==> config.mk <==
export PLATFORM = sky130hd
export DESIGN_NAME = rgb_pwm_generator
export DESIGN_NICKNAME = d
export VERILOG_FILES = /design/src/rtl/pwm_pkg.sv /design/src/rtl/pwm_channel.sv /design/src/rtl/rgb_pwm_generator.sv
export SDC_FILE = /design/constraint.sdc
export NUM_CORES = 1
export LEC_CHECK = 0
export CELL_PAD_IN_SITES_DETAIL_PLACEMENT = 0
export CELL_PAD_IN_SITES_GLOBAL_PLACEMENT = 1
export CORE_ASPECT_RATIO = 1.2
export CORE_MARGIN = 2
export CORE_UTILIZATION = 45
export DETAILED_ROUTE_END_ITERATION = 10
export PLACE_DENSITY = 0.93
export SYNTH_ARGS = -nofsm -noshare
export SYNTH_HDL_FRONTEND = slang
export SYNTH_SLANG_ARGS = --single-unit
export TNS_END_PERCENT = 100
==> constraint.sdc <==
create_clock -name clk -period 2.8 [get_ports clk]
set_input_delay 0.28 -clock clk [delete_from_list [all_inputs] [get_ports clk]]
set_output_delay 0.28 -clock clk [all_outputs]
set_load 0.02 [all_outputs]
==> src/rtl/pwm_pkg.sv <==
// Shared constants, types and helpers for the RGB PWM generator.
// Imported by the channel slice and the top-level timing logic.
package pwm_pkg;

  localparam int unsigned DUTY_W           = 8;
  localparam int unsigned DEFAULT_PRESCALE = 16;

  typedef logic [DUTY_W-1:0] duty_t;

  // Counter tops out one below full scale so duty 255 stays on for the whole period.
  localparam duty_t PWM_MAX = 8'd254;

  function automatic logic inactive_level(input bit active_high);
    return ~active_high;
  endfunction

endpackage

==> src/rtl/pwm_channel.sv <==
// One PWM channel: shadow duty register, unsigned compare against the shared
// period counter, and the registered output pin.
module pwm_channel
  import pwm_pkg::*;
#(
  parameter bit ACTIVE_HIGH = 1'b1
) (
  input  logic  clk,
  input  logic  rst_n,
  input  logic  run,
  input  logic  load,
  input  duty_t duty,
  input  duty_t pwm_cnt,
  output logic  pwm
);

  duty_t r_shadow;
  logic  r_pwm;
  logic  w_active;

  assign w_active = (pwm_cnt < r_shadow);

  always_ff @(posedge clk or negedge rst_n) begin
    if (!rst_n) begin
      r_shadow <= '0;
      r_pwm    <= inactive_level(ACTIVE_HIGH);
    end else begin
      if (load) begin
        r_shadow <= duty;
      end
      if (!run) begin
        r_pwm <= inactive_level(ACTIVE_HIGH);
      end else begin
        r_pwm <= ACTIVE_HIGH ? w_active : ~w_active;
      end
    end
  end

  assign pwm = r_pwm;

endmodule

==> src/rtl/rgb_pwm_generator.sv <==
// Three-channel PWM driver for an RGB LED. Owns the prescaler, the shared
// period counter and the wrap/load timing; duties only take effect at wraps.
module rgb_pwm_generator
  import pwm_pkg::*;
#(
  parameter int unsigned PRESCALE    = DEFAULT_PRESCALE,
  parameter bit          ACTIVE_HIGH = 1'b1
) (
  input  logic              clk,
  input  logic              rst_n,
  input  logic              enable,
  input  logic [DUTY_W-1:0] r_duty,
  input  logic [DUTY_W-1:0] g_duty,
  input  logic [DUTY_W-1:0] b_duty,
  output logic              pwm_r,
  output logic              pwm_g,
  output logic              pwm_b,
  output logic              period_start
);

  localparam int unsigned PRE_W = (PRESCALE > 1) ? $clog2(PRESCALE) : 1;
  localparam logic [PRE_W-1:0] PRE_LAST = PRE_W'(PRESCALE - 1);

  logic [PRE_W-1:0] r_pre_cnt;
  duty_t            r_pwm_cnt;
  logic             r_period_start;

  logic w_tick;
  logic w_wrap;
  logic w_load;

  assign w_tick = enable && (r_pre_cnt == PRE_LAST);
  assign w_wrap = w_tick && (r_pwm_cnt == PWM_MAX);
  // While idle the shadows track the inputs so the first period after enable
  // starts with the duties present just before it.
  assign w_load = w_wrap || !enable;

  always_ff @(posedge clk or negedge rst_n) begin
    if (!rst_n) begin
      r_pre_cnt      <= '0;
      r_pwm_cnt      <= '0;
      r_period_start <= 1'b0;
    end else if (!enable) begin
      r_pre_cnt      <= '0;
      r_pwm_cnt      <= '0;
      r_period_start <= 1'b0;
    end else begin
      r_period_start <= w_wrap;
      if (w_tick) begin
        r_pre_cnt <= '0;
        r_pwm_cnt <= w_wrap ? '0 : r_pwm_cnt + 8'd1;
      end else begin
        r_pre_cnt <= r_pre_cnt + PRE_W'(1);
      end
    end
  end

  pwm_channel #(
    .ACTIVE_HIGH(ACTIVE_HIGH)
  ) u_ch_r (
    .clk    (clk),
    .rst_n  (rst_n),
    .run    (enable),
    .load   (w_load),
    .duty   (r_duty),
    .pwm_cnt(r_pwm_cnt),
    .pwm    (pwm_r)
  );

  pwm_channel #(
    .ACTIVE_HIGH(ACTIVE_HIGH)
  ) u_ch_g (
    .clk    (clk),
    .rst_n  (rst_n),
    .run    (enable),
    .load   (w_load),
    .duty   (g_duty),
    .pwm_cnt(r_pwm_cnt),
    .pwm    (pwm_g)
  );

  pwm_channel #(
    .ACTIVE_HIGH(ACTIVE_HIGH)
  ) u_ch_b (
    .clk    (clk),
    .rst_n  (rst_n),
    .run    (enable),
    .load   (w_load),
    .duty   (b_duty),
    .pwm_cnt(r_pwm_cnt),
    .pwm    (pwm_b)
  );

  assign period_start = r_period_start;

endmodule

==> flow_summary.toml, run 1 <==
[status]
outcome = "completed"

[routing]
drtPass1Iterations = 4
routed_wirelength_um = 4500
drt_iter0_markers = 102
num_vias = 1691
antenna_left = 0
wl_per_cell_um = 14.4
vias_per_cell = 5.42
drc = 0

[synth]
synthCells = 220
synth_ff_type = "dfrtp_1"
synth_nets = 271
avgSynthCellArea_um2 = 10.2
ys_seq_area_share_pct = 44.7
synth.top_cell.area_share_pct = 44.7
synth_edf_count = 0
yosysUniqueCellTypes = 37
netlist_area_mm2 = 0.00224
yosysTopAreaCell = "dfrtp_1"
ys_warn_count = 0
ys_ff_latch = 40
synthTopCellsByArea = "dfrtp_1 45%, ha_1 13%, o21ai_0 11%"
async_flop_share_pct = 100

[placed_design]
place_ws_ns = 0.740
placed_cell_area_mm2 = 0.00257
place_congestion = 0.821
numPortBuffers = 30
hpwl_um = 3200

[hold_path]
min_path_type = "input port to asynchronous set/reset pin"

[clocking]
post-cts-setup-buffers = 0
cts-htree-levels = 2
cts_tree = "yes"
clock_latency_ns = 0.28
clock-sinks = 40
clkTransAtPathRegs_ns = 0.08
cts_made_buffers = 5
ctsResizeCount = 0
ctsHoldBuffers = 0
cts_root_buf = "clkbuf_8"
clockBufferDepth = 2

[setup_path]
arrival_ns = 2.30
cp_max_fo = 14
timing.critical_path.from = "r_pre_cnt[0]"
endpoint = "u_ch_g.r_shadow[5]"
critical_path_class = "flip-flop to flip-flop"
reg2reg_to = "u_ch_g.r_shadow[5]"
regToRegSetupSlack_ns = 0.70
worst_ep_required_time_ns = 3.00
end_kind = "flip-flop"
cp-start-kind = "flip-flop"
r2r_start = "r_pre_cnt[0]"
reg2reg_depth = 6

[power_and_ir_drop]
pwr-share-clk_pct = 30.2
power.total_w = 0.00118
swShare_pct = 25.4
p_int_w = 0.000878
leakagePower_nw = 1.18
p_switching_w = 0.000299
power.share.combinational_pct = 15.3
p_per_area_mw_per_mm2 = 445
ir_worst_vdd_v = 0.000208
seq_power_share_pct = 54.5

[sta]
fin_crit_sh_pct = 74.9
slew_viol_final = 0
finalSetupTns_ns = 0
setup_viol = 0
slew_headroom_pct = 40.1
rsz0062_at_grt = "no"
tightest_slew_ns = 0.898
hold_slack_ns = 0.120
fin_crit_ns = 2.10
hold_violations = 0
fmax_mhz = 477
clock_skew_ns = 0.00656
worst_slack_ns = 0.703

[cells_and_area]
nets = 303
diodes = 0
fin_area_mm2 = 0.00264
drive_above_1_share_pct = 9.13
area.growth.synth_to_final_pct = 18.1
fillCellCount = 457

[global_routing]
grt_pass1_wl_um = 7910
antenna_found_initial = 0
grt_pass1_vias = 1683
grt_max_degree = 41
track_usage_pct = 18.7
grt-ovfl-total = 0

[floorplanning]
die_h_um = 81.3
coreArea_mm2 = 0.00487
die-area_mm2 = 0.00556
die_w_um = 68.4
start_util_pct = 46.0
placementRows = 28
ios = 31

[job]
cap_violations = 0
through the flow:
step                std cells  utilization [%]
detailed placement        305             52.7
global route              312             54.3
CTS                       312             54.3
finish                    312             54.3
global placement          305             52.7
floorplan                 220                -
registers in the layout, indices dropped and copies added, names as in the netlist:
name / flops
u_ch_g.r_shadow: 8
u_ch_g.pwm: 1
u_ch_r.pwm: 1
u_ch_b.pwm: 1
r_pwm_cnt: 8
u_ch_r.r_shadow: 8
u_ch_b.r_shadow: 8
r_pre_cnt: 4
period_start: 1
Yosys cell counts (2+ instances only):
| master | number |
|---|---|
| buf_2 | 3 |
| o2111a_1 | 3 |
| ha_1 | 24 |
| a21oi_1 | 13 |
| nand3_2 | 2 |
| mux2_4 | 3 |
| a2111oi_0 | 4 |
| nand2_1 | 12 |
| dfrtp_1 | 40 |
| nor3_1 | 2 |
| nand2b_1 | 3 |
| o21ai_0 | 47 |
| nor2_1 | 3 |
| or3_2 | 2 |
| inv_1 | 25 |
| buf_6 | 4 |
| xnor2_1 | 3 |
| a211oi_1 | 4 |
| nor2b_1 | 3 |
| nand3_1 | 3 |
worst min-delay path by stage:
stage	slack, ns	end	from
2_1_floorplan	-0.02	period_start	rst_n
3_3_place_gp	0.44	u_ch_b.r_shadow[5]	rst_n
3_5_place_dp	0.46	period_start	rst_n
4_1_cts	0.15	r_pre_cnt[1]	rst_n
5_1_grt	0.19	r_pre_cnt[1]	rst_n
6_report	0.12	r_pre_cnt[1]	rst_n
worst max-delay path, cell delays in order, from the launching register on:
cell     delay [ns]
dfrtp_1        0.39
ha_1           0.26
nand3_2        0.20
nor4_4         0.72
buf_4          0.27
o21ai_0        0.08
o21ai_0        0.09
cell usage in the layout (no fill, tap or decap), types with 2 or more instances in the layout:
| master | Yosys | routed |
|---|---|---|
| a2111oi_0 | 4 | 4 |
| buf_4 | 0 | 3 |
| nand3_2 | 2 | 2 |
| nand2b_1 | 3 | 3 |
| inv_1 | 25 | 25 |
| clkbuf_8 | 0 | 5 |
| mux2_4 | 3 | 3 |
| or3_2 | 2 | 2 |
| ha_1 | 24 | 24 |
| clkdlybuf4s50_1 | 0 | 29 |
| o21ai_0 | 47 | 47 |
| nand2_1 | 12 | 12 |
| xnor2_1 | 3 | 3 |
| nor2b_1 | 3 | 3 |
| nor2_1 | 3 | 3 |
| o2111a_1 | 3 | 3 |
| a211oi_1 | 4 | 4 |
| a21oi_1 | 13 | 13 |
| nand3_1 | 3 | 3 |
| nor3_1 | 2 | 2 |
| dfrtp_1 | 40 | 40 |
routing by layer:
| metal | up-vias | global-route usage [%] | share of wire, % |
|---|---|---|---|
| li1 | 841 | - | - |
| met1 | 807 | 25.6 | 48 |
| met2 | 36 | 29.9 | 46 |
| met3 | 7 | 3.05 | 3.6 |
| met4 | 0 | 6.20 | 1.8 |
| met5 | - | 0 | 0 |
power by group through the flow:
stage / clock, W / sequential, W / combinational, W
after global placement: 0 / 0.000651 / 0.000178
after CTS: 0.000372 / 0.000641 / 0.000183
after global routing: 0.000391 / 0.000646 / 0.000210
after detailed placement: 0 / 0.000653 / 0.000182
final: 0.000356 / 0.000642 / 0.000180
after floorplan: 0 / 0.000652 / 0.0000978
logic make-up after synthesis:
family / Yosys count / synth area share [%]
AO/OA/AOI/OAI: 77 / 20.3
XOR/XNOR: 3 / 1.17
adder cells (fa/ha/maj): 24 / 13.4
buffers and inverters: 33 / 7.10
flip-flops: 40 / 44.7
multiplexers: 3 / 2.01
AND/OR/NAND/NOR: 40 / 11.2
cell type report:
| class | count | area [um^2] | area share, % |
|---|---|---|---|
| inverters | 25 | 93.8 | 3.55 |
| flip-flops and latches | 40 | 1000 | 37.9 |
| well taps | 60 | 75.1 | 2.84 |
| repair buffers | 33 | 318 | 12.0 |
| multi-input cells | 147 | 1080 | 40.8 |
| clock inverters | 1 | 5.00 | 0.189 |
| clock buffers | 6 | 72.6 | 2.74 |
No activity file was read; power rests on OpenSTA's default activity.
==> run 2: changes to the inputs <==
--- a/config.mk
+++ b/config.mk
@@ -9,9 +9,9 @@
 export CELL_PAD_IN_SITES_GLOBAL_PLACEMENT = 1
 export CORE_ASPECT_RATIO = 1.2
 export CORE_MARGIN = 2
-export CORE_UTILIZATION = 45
+export CORE_UTILIZATION = 42
 export DETAILED_ROUTE_END_ITERATION = 10
-export PLACE_DENSITY = 0.93
+export PLACE_DENSITY = 0.89
 export SYNTH_ARGS = -nofsm -noshare
 export SYNTH_HDL_FRONTEND = slang
 export SYNTH_SLANG_ARGS = --single-unit
==> constraint.sdc (replaced) <==
create_clock -name clk -period 2 [get_ports clk]
set_input_delay 0.2 -clock clk [delete_from_list [all_inputs] [get_ports clk]]
set_output_delay 0.2 -clock clk [all_outputs]
set_load 0.02 [all_outputs]
==> flow_summary.toml, run 2 (synthesized netlist as in run 1, its figures left out) <==
[sta]
slew_viol_final = 0
rsz0062_at_grt = "no"
worst_slack_ns = 0.177
finalSetupTns_ns = 0
hold_violations = 0
slew_headroom_pct = 68.7
tightest_slew_ns = 0.458
clock_skew_ns = 0.00559
fin_crit_ns = 1.82
fin_crit_sh_pct = 91.1
setup_viol = 0
fmax_mhz = 549

[global_routing]
grt-ovfl-total = 0
antenna_found_initial = 0
track_usage_pct = 18.0
grt_pass1_vias = 1807
grt_pass1_wl_um = 8430
grt_max_degree = 19

[clocking]
cts_tree = "yes"
clock-sinks = 40
clock_latency_ns = 0.29
cts_root_buf = "clkbuf_8"
cts-htree-levels = 2
ctsResizeCount = 0
cts_made_buffers = 5
clkTransAtPathRegs_ns = 0.08
clockBufferDepth = 2

[cells_and_area]
fillCellCount = 491
nets = 310
final_cell_mix = "47 x o21ai_0, 40 x dfrtp_1, 29 x clkdlybuf4s50_1, 25 x inv_1, 24 x ha_1"
drive_above_1_share_pct = 11.6
area.growth.synth_to_final_pct = 21.5
final_common_cell = "o21ai_0"
multi_input_area_mm2 = 0.00108
diodes = 0
register_area_mm2 = 0.00100

[setup_path]
endpoint = "u_ch_g.pwm"
end_kind = "flip-flop"
r2r_start = "r_pwm_cnt[3]"
cp-start-kind = "flip-flop"
arrival_ns = 1.96
cp_max_fo = 7
reg2reg_to = "u_ch_g.pwm"
reg2reg_depth = 4
timing.critical_path.from = "r_pwm_cnt[3]"
critical_path_class = "flip-flop to flip-flop"
worst_ep_required_time_ns = 2.14
regToRegSetupSlack_ns = 0.18

[power_and_ir_drop]
swShare_pct = 25.0
leakagePower_nw = 1.22
p_per_area_mw_per_mm2 = 641
p_switching_w = 0.000436
p_int_w = 0.00131
seq_power_share_pct = 51.6
power.share.combinational_pct = 15.2
ir_worst_vdd_v = 0.000439
pwr-share-clk_pct = 33.2

[routing]
num_vias = 1725
drtPass1Iterations = 4
drc = 0
drt_iter0_markers = 115
antenna_left = 0
wl_per_cell_um = 15.1
vias_per_cell = 5.37
routed_wirelength_um = 4860

[placed_design]
hpwl_um = 3610
numPortBuffers = 30
place_congestion = 0.804
place_ws_ns = 0.167

[hold_path]
min_path_type = "input port to asynchronous set/reset pin"

[floorplanning]
ios = 31
placementRows = 29
start_util_pct = 42.8
die_h_um = 84.0
die-area_mm2 = 0.00593
coreArea_mm2 = 0.00523
die_w_um = 70.6

[status]
outcome = "completed"

[job]
cap_violations = 0
-- run 2: worst min path at each step --
| stage | from | end | slack [ns] | cells after the start |
|---|---|---|---|---|
| floorplan | rst_n | period_start | -0.1 | 0 |
| global placement | rst_n | u_ch_b.r_shadow[5] | 0.16 | 1 |
| detailed placement | rst_n | u_ch_b.r_shadow[5] | 0.17 | 1 |
| CTS | rst_n | u_ch_b.r_shadow[5] | 0.40 | 2 |
| global route | rst_n | u_ch_g.pwm | 0.40 | 2 |
| finish | rst_n | u_ch_b.r_shadow[5] | 0.38 | 2 |
-- run 2: cell type report --
class,instances,share of cell area [%]
multi-input combinational,147,39.7
sequential,40,36.8
timing repair buffer,40,13.7
clock buffer,7,3.54
inverter,25,3.45
tap,62,2.85
-- run 2: power by group through the flow --
stage | sequential, W | clock [W] | combinational, W
final | 0.000900 | 0.000579 | 0.000265
after detailed placement | 0.000916 | 0 | 0.000267
after global placement | 0.000913 | 0 | 0.000258
after global routing | 0.000906 | 0.000630 | 0.000303
after floorplan | 0.000913 | 0 | 0.000137
after CTS | 0.000900 | 0.000595 | 0.000270
-- run 2: repair_timing --
action / 4_1_cts / 5_1_grt
hold endpoints to repair: 16 / 0
setup buffers: 0 / 0
hold buffers: 1 / 0
-- run 2: critical path, cell delays in order, from the launching register on --
cell	delay (ns)
dfrtp_1	0.48
ha_1	0.35
a211oi_1	0.22
o21ai_0	0.12
a2111oi_0	0.50
-- run 2: routing by layer --
| layer | share of wire [%] | track usage, % | vias up |
|---|---|---|---|
| met5 | 0 | 0 | - |
| met4 | 0.97 | 4.63 | 0 |
| met3 | 2.9 | 4.11 | 4 |
| met2 | 49 | 30.5 | 29 |
| met1 | 47 | 23.3 | 833 |
| li1 | - | - | 859 |
-- run 2: per-stage QoR --
step | cells | utilization [%] | hold WS (ns) | total power [W] | cell area (um^2)
2_1_floorplan | 220 | - | -0.0956 | 0.00105 | 2240
3_3_place_gp | 313 | 50.0 | 0.159 | 0.00117 | 2610
3_5_place_dp | 313 | 50.0 | 0.174 | 0.00118 | 2610
4_1_cts | 321 | 52.1 | 0.396 | 0.00176 | 2720
5_1_grt | 321 | 52.1 | 0.405 | 0.00184 | 2720
6_report | 321 | 52.1 | 0.379 | 0.00174 | 2720
==> run 3: changes to the inputs <==
--- a/config.mk
+++ b/config.mk
@@ -5,13 +5,13 @@
 export SDC_FILE = /design/constraint.sdc
 export NUM_CORES = 1
 export LEC_CHECK = 0
+export ABC_AREA = 1
 export CELL_PAD_IN_SITES_DETAIL_PLACEMENT = 0
 export CELL_PAD_IN_SITES_GLOBAL_PLACEMENT = 1
 export CORE_ASPECT_RATIO = 1.2
-export CORE_MARGIN = 2
-export CORE_UTILIZATION = 42
+export CORE_UTILIZATION = 41
 export DETAILED_ROUTE_END_ITERATION = 10
-export PLACE_DENSITY = 0.89
+export PLACE_DENSITY = 0.9
 export SYNTH_ARGS = -nofsm -noshare
 export SYNTH_HDL_FRONTEND = slang
 export SYNTH_SLANG_ARGS = --single-unit
==> flow_summary.toml, run 3 <==
[setup_path]
worst_ep_required_time_ns = 2.22
critical_path_class = "flip-flop to flip-flop"
cp-start-kind = "flip-flop"
arrival_ns = 1.95
end_kind = "flip-flop"
cp_max_fo = 48

[routing]
num_vias = 1818
antenna_left = 0
vias_per_cell = 4.86
drc = 0
routed_wirelength_um = 4300
wl_per_cell_um = 11.5
drt_iter0_markers = 87
drtPass1Iterations = 4

[power_and_ir_drop]
leakagePower_nw = 1.43
ir_worst_vdd_v = 0.000267
p_per_area_mw_per_mm2 = 621

[synth]
async_flop_share_pct = 100
synthTopCellsByArea = "dfrtp_1 44%, nand2_1 13%, ha_1 13%"
synth_ff_type = "dfrtp_1"
synthCells = 274
synth_common_cells = "81 x nand2_1, 42 x inv_1, 40 x dfrtp_1"
synth.most_common_cell = "nand2_1"
ys_warn_count = 0
synth_edf_count = 0
ys_ff_latch = 40
avgSynthCellArea_um2 = 8.25
yosysUniqueCellTypes = 20
netlist_area_mm2 = 0.00226
synth_nets = 325
synth.top_cell.area_share_pct = 44.3
ys_seq_area_share_pct = 44.3
yosysTopAreaCell = "dfrtp_1"

[global_routing]
grt-ovfl-total = 0
grt_pass1_wl_um = 7790
grt_max_degree = 49
track_usage_pct = 16.7
grt_pass1_vias = 1827
antenna_found_initial = 0

[clocking]
clock-sinks = 40
cts-htree-levels = 2
clockBufferDepth = 2
cts_root_buf = "clkbuf_8"
ctsResizeCount = 0
clock_latency_ns = 0.29
post-cts-setup-buffers = 0
cts_tree = "yes"
clkTransAtPathRegs_ns = 0.07
cts_made_buffers = 5
ctsHoldBuffers = 1

[sta]
fin_crit_sh_pct = 86.2
tightest_slew_ns = 0.511
finalSetupTns_ns = 0
slew_headroom_pct = 65.9
fin_crit_ns = 1.72
clock_skew_ns = 0.00228
rsz0062_at_grt = "no"
slew_viol_final = 0
setup_viol = 0
hold_violations = 0
worst_slack_ns = 0.277
fmax_mhz = 580

[floorplanning]
ios = 31
start_util_pct = 42.7
coreArea_mm2 = 0.00530
die_w_um = 69.8
die_h_um = 83.3
die-area_mm2 = 0.00581
placementRows = 29

[cells_and_area]
fin_cells = 374
multi_input_area_mm2 = 0.00105
fin_area_mm2 = 0.00275
area.growth.synth_to_final_pct = 21.5
fillCellCount = 510
nets = 363
diodes = 0
register_area_mm2 = 0.00100
drive_above_1_share_pct = 8.65
final_common_cell = "nand2_1"
final_cell_mix = "81 x nand2_1, 42 x inv_1, 40 x dfrtp_1, 29 x clkdlybuf4s50_1, 24 x ha_1"

[status]
outcome = "completed"

[hold_path]
min_path_type = "input port to flip-flop"

[placed_design]
placed_cell_area_mm2 = 0.00264
place_congestion = 0.875
hpwl_um = 3140
place_ws_ns = 0.191
placed_cells = 366
numPortBuffers = 30

[job]
cap_violations = 0
==> run 3: cell types whose count changed after synthesis, sizes merged, moves of 4 or more <==
| cell | before | now |
|---|---|---|
| a2111oi | 4 | 0 |
| nand3 | 6 | 18 |
| a211oi | 4 | 0 |
| a21oi | 13 | 9 |
| o21ai | 49 | 24 |
| nor2 | 3 | 20 |
| inv | 25 | 42 |
| nand4 | 1 | 7 |
| nand2 | 12 | 82 |
==> run 3: stage by stage <==
stage / total power (W) / util (%) / hold slack (ns)
6_report: 0.00171 / 51.8 / 0.436
5_1_grt: 0.00180 / 51.8 / 0.453
4_1_cts: 0.00173 / 51.8 / 0.431
3_5_place_dp: 0.00115 / 49.8 / 0.294
3_3_place_gp: 0.00114 / 49.8 / 0.288
2_1_floorplan: 0.00104 / - / -0.0956
==> run 3: layout make-up <==
| cell class | count | share of cell area (%) |
|---|---|---|
| Clock buffer | 7 | 3.51 |
| Inverter | 42 | 5.74 |
| Multi-Input combinational cell | 186 | 38.3 |
| Sequential cell | 40 | 36.4 |
| Tap cell | 62 | 2.82 |
| Timing Repair Buffer | 37 | 13.2 |
==> run 3: cell families after synthesis <==
family | after synthesis | synth area share (%)
flops | 40 | 44.3
simple gates | 128 | 23.9
buf+inv | 48 | 9.19
compound gates | 34 | 9.30
fa+ha+maj | 24 | 13.3
==> run 3: path summary, 6_finish.rpt <==
check | from | to | slack (ns) | depth (start not counted)
max in group asynchronous | rst_n | u_ch_g.r_shadow[7] | 1.15 | 3
hold / removal | b_duty[0] | u_ch_b.r_shadow[0] | 0.44 | 3
min in group asynchronous | rst_n | u_ch_r.r_shadow[4] | 0.49 | 3
setup / recovery | r_pwm_cnt[0] | u_ch_g.r_shadow[7] | 0.28 | 9
hold reg to reg | r_pre_cnt[0] | r_pre_cnt[0] | 0.46 | 1
setup reg to reg | r_pwm_cnt[0] | u_ch_g.r_shadow[7] | 0.28 | 9
==> run 3: where the power goes <==
part | leakage, nW | switching [W] | internal [W]
combinational | 0.869 | 0.000137 | 0.000116
clock | 0.0503 | 0.000269 | 0.000307
sequential | 0.506 | 0.0000169 | 0.000860
total | 1.43 | 0.000423 | 0.00128
==> run 3: layer usage <==
metal / GRT usage [%] / wire (um)
met5: 0 / 0
met4: 6.91 / 84
met3: 2.31 / 113
met2: 28.1 / 2090
met1: 21.3 / 2010
==> run 3: critical path, cell delays in order (launching register included) <==
cell and delay, ns:
dfrtp_1 0.43, inv_1 0.15, ha_1 0.18, nand2_1 0.05
nor2_1 0.20, nand3_4 0.14, nand2_2 0.10, buf_12 0.22
nand2_1 0.11, o21ai_2 0.06
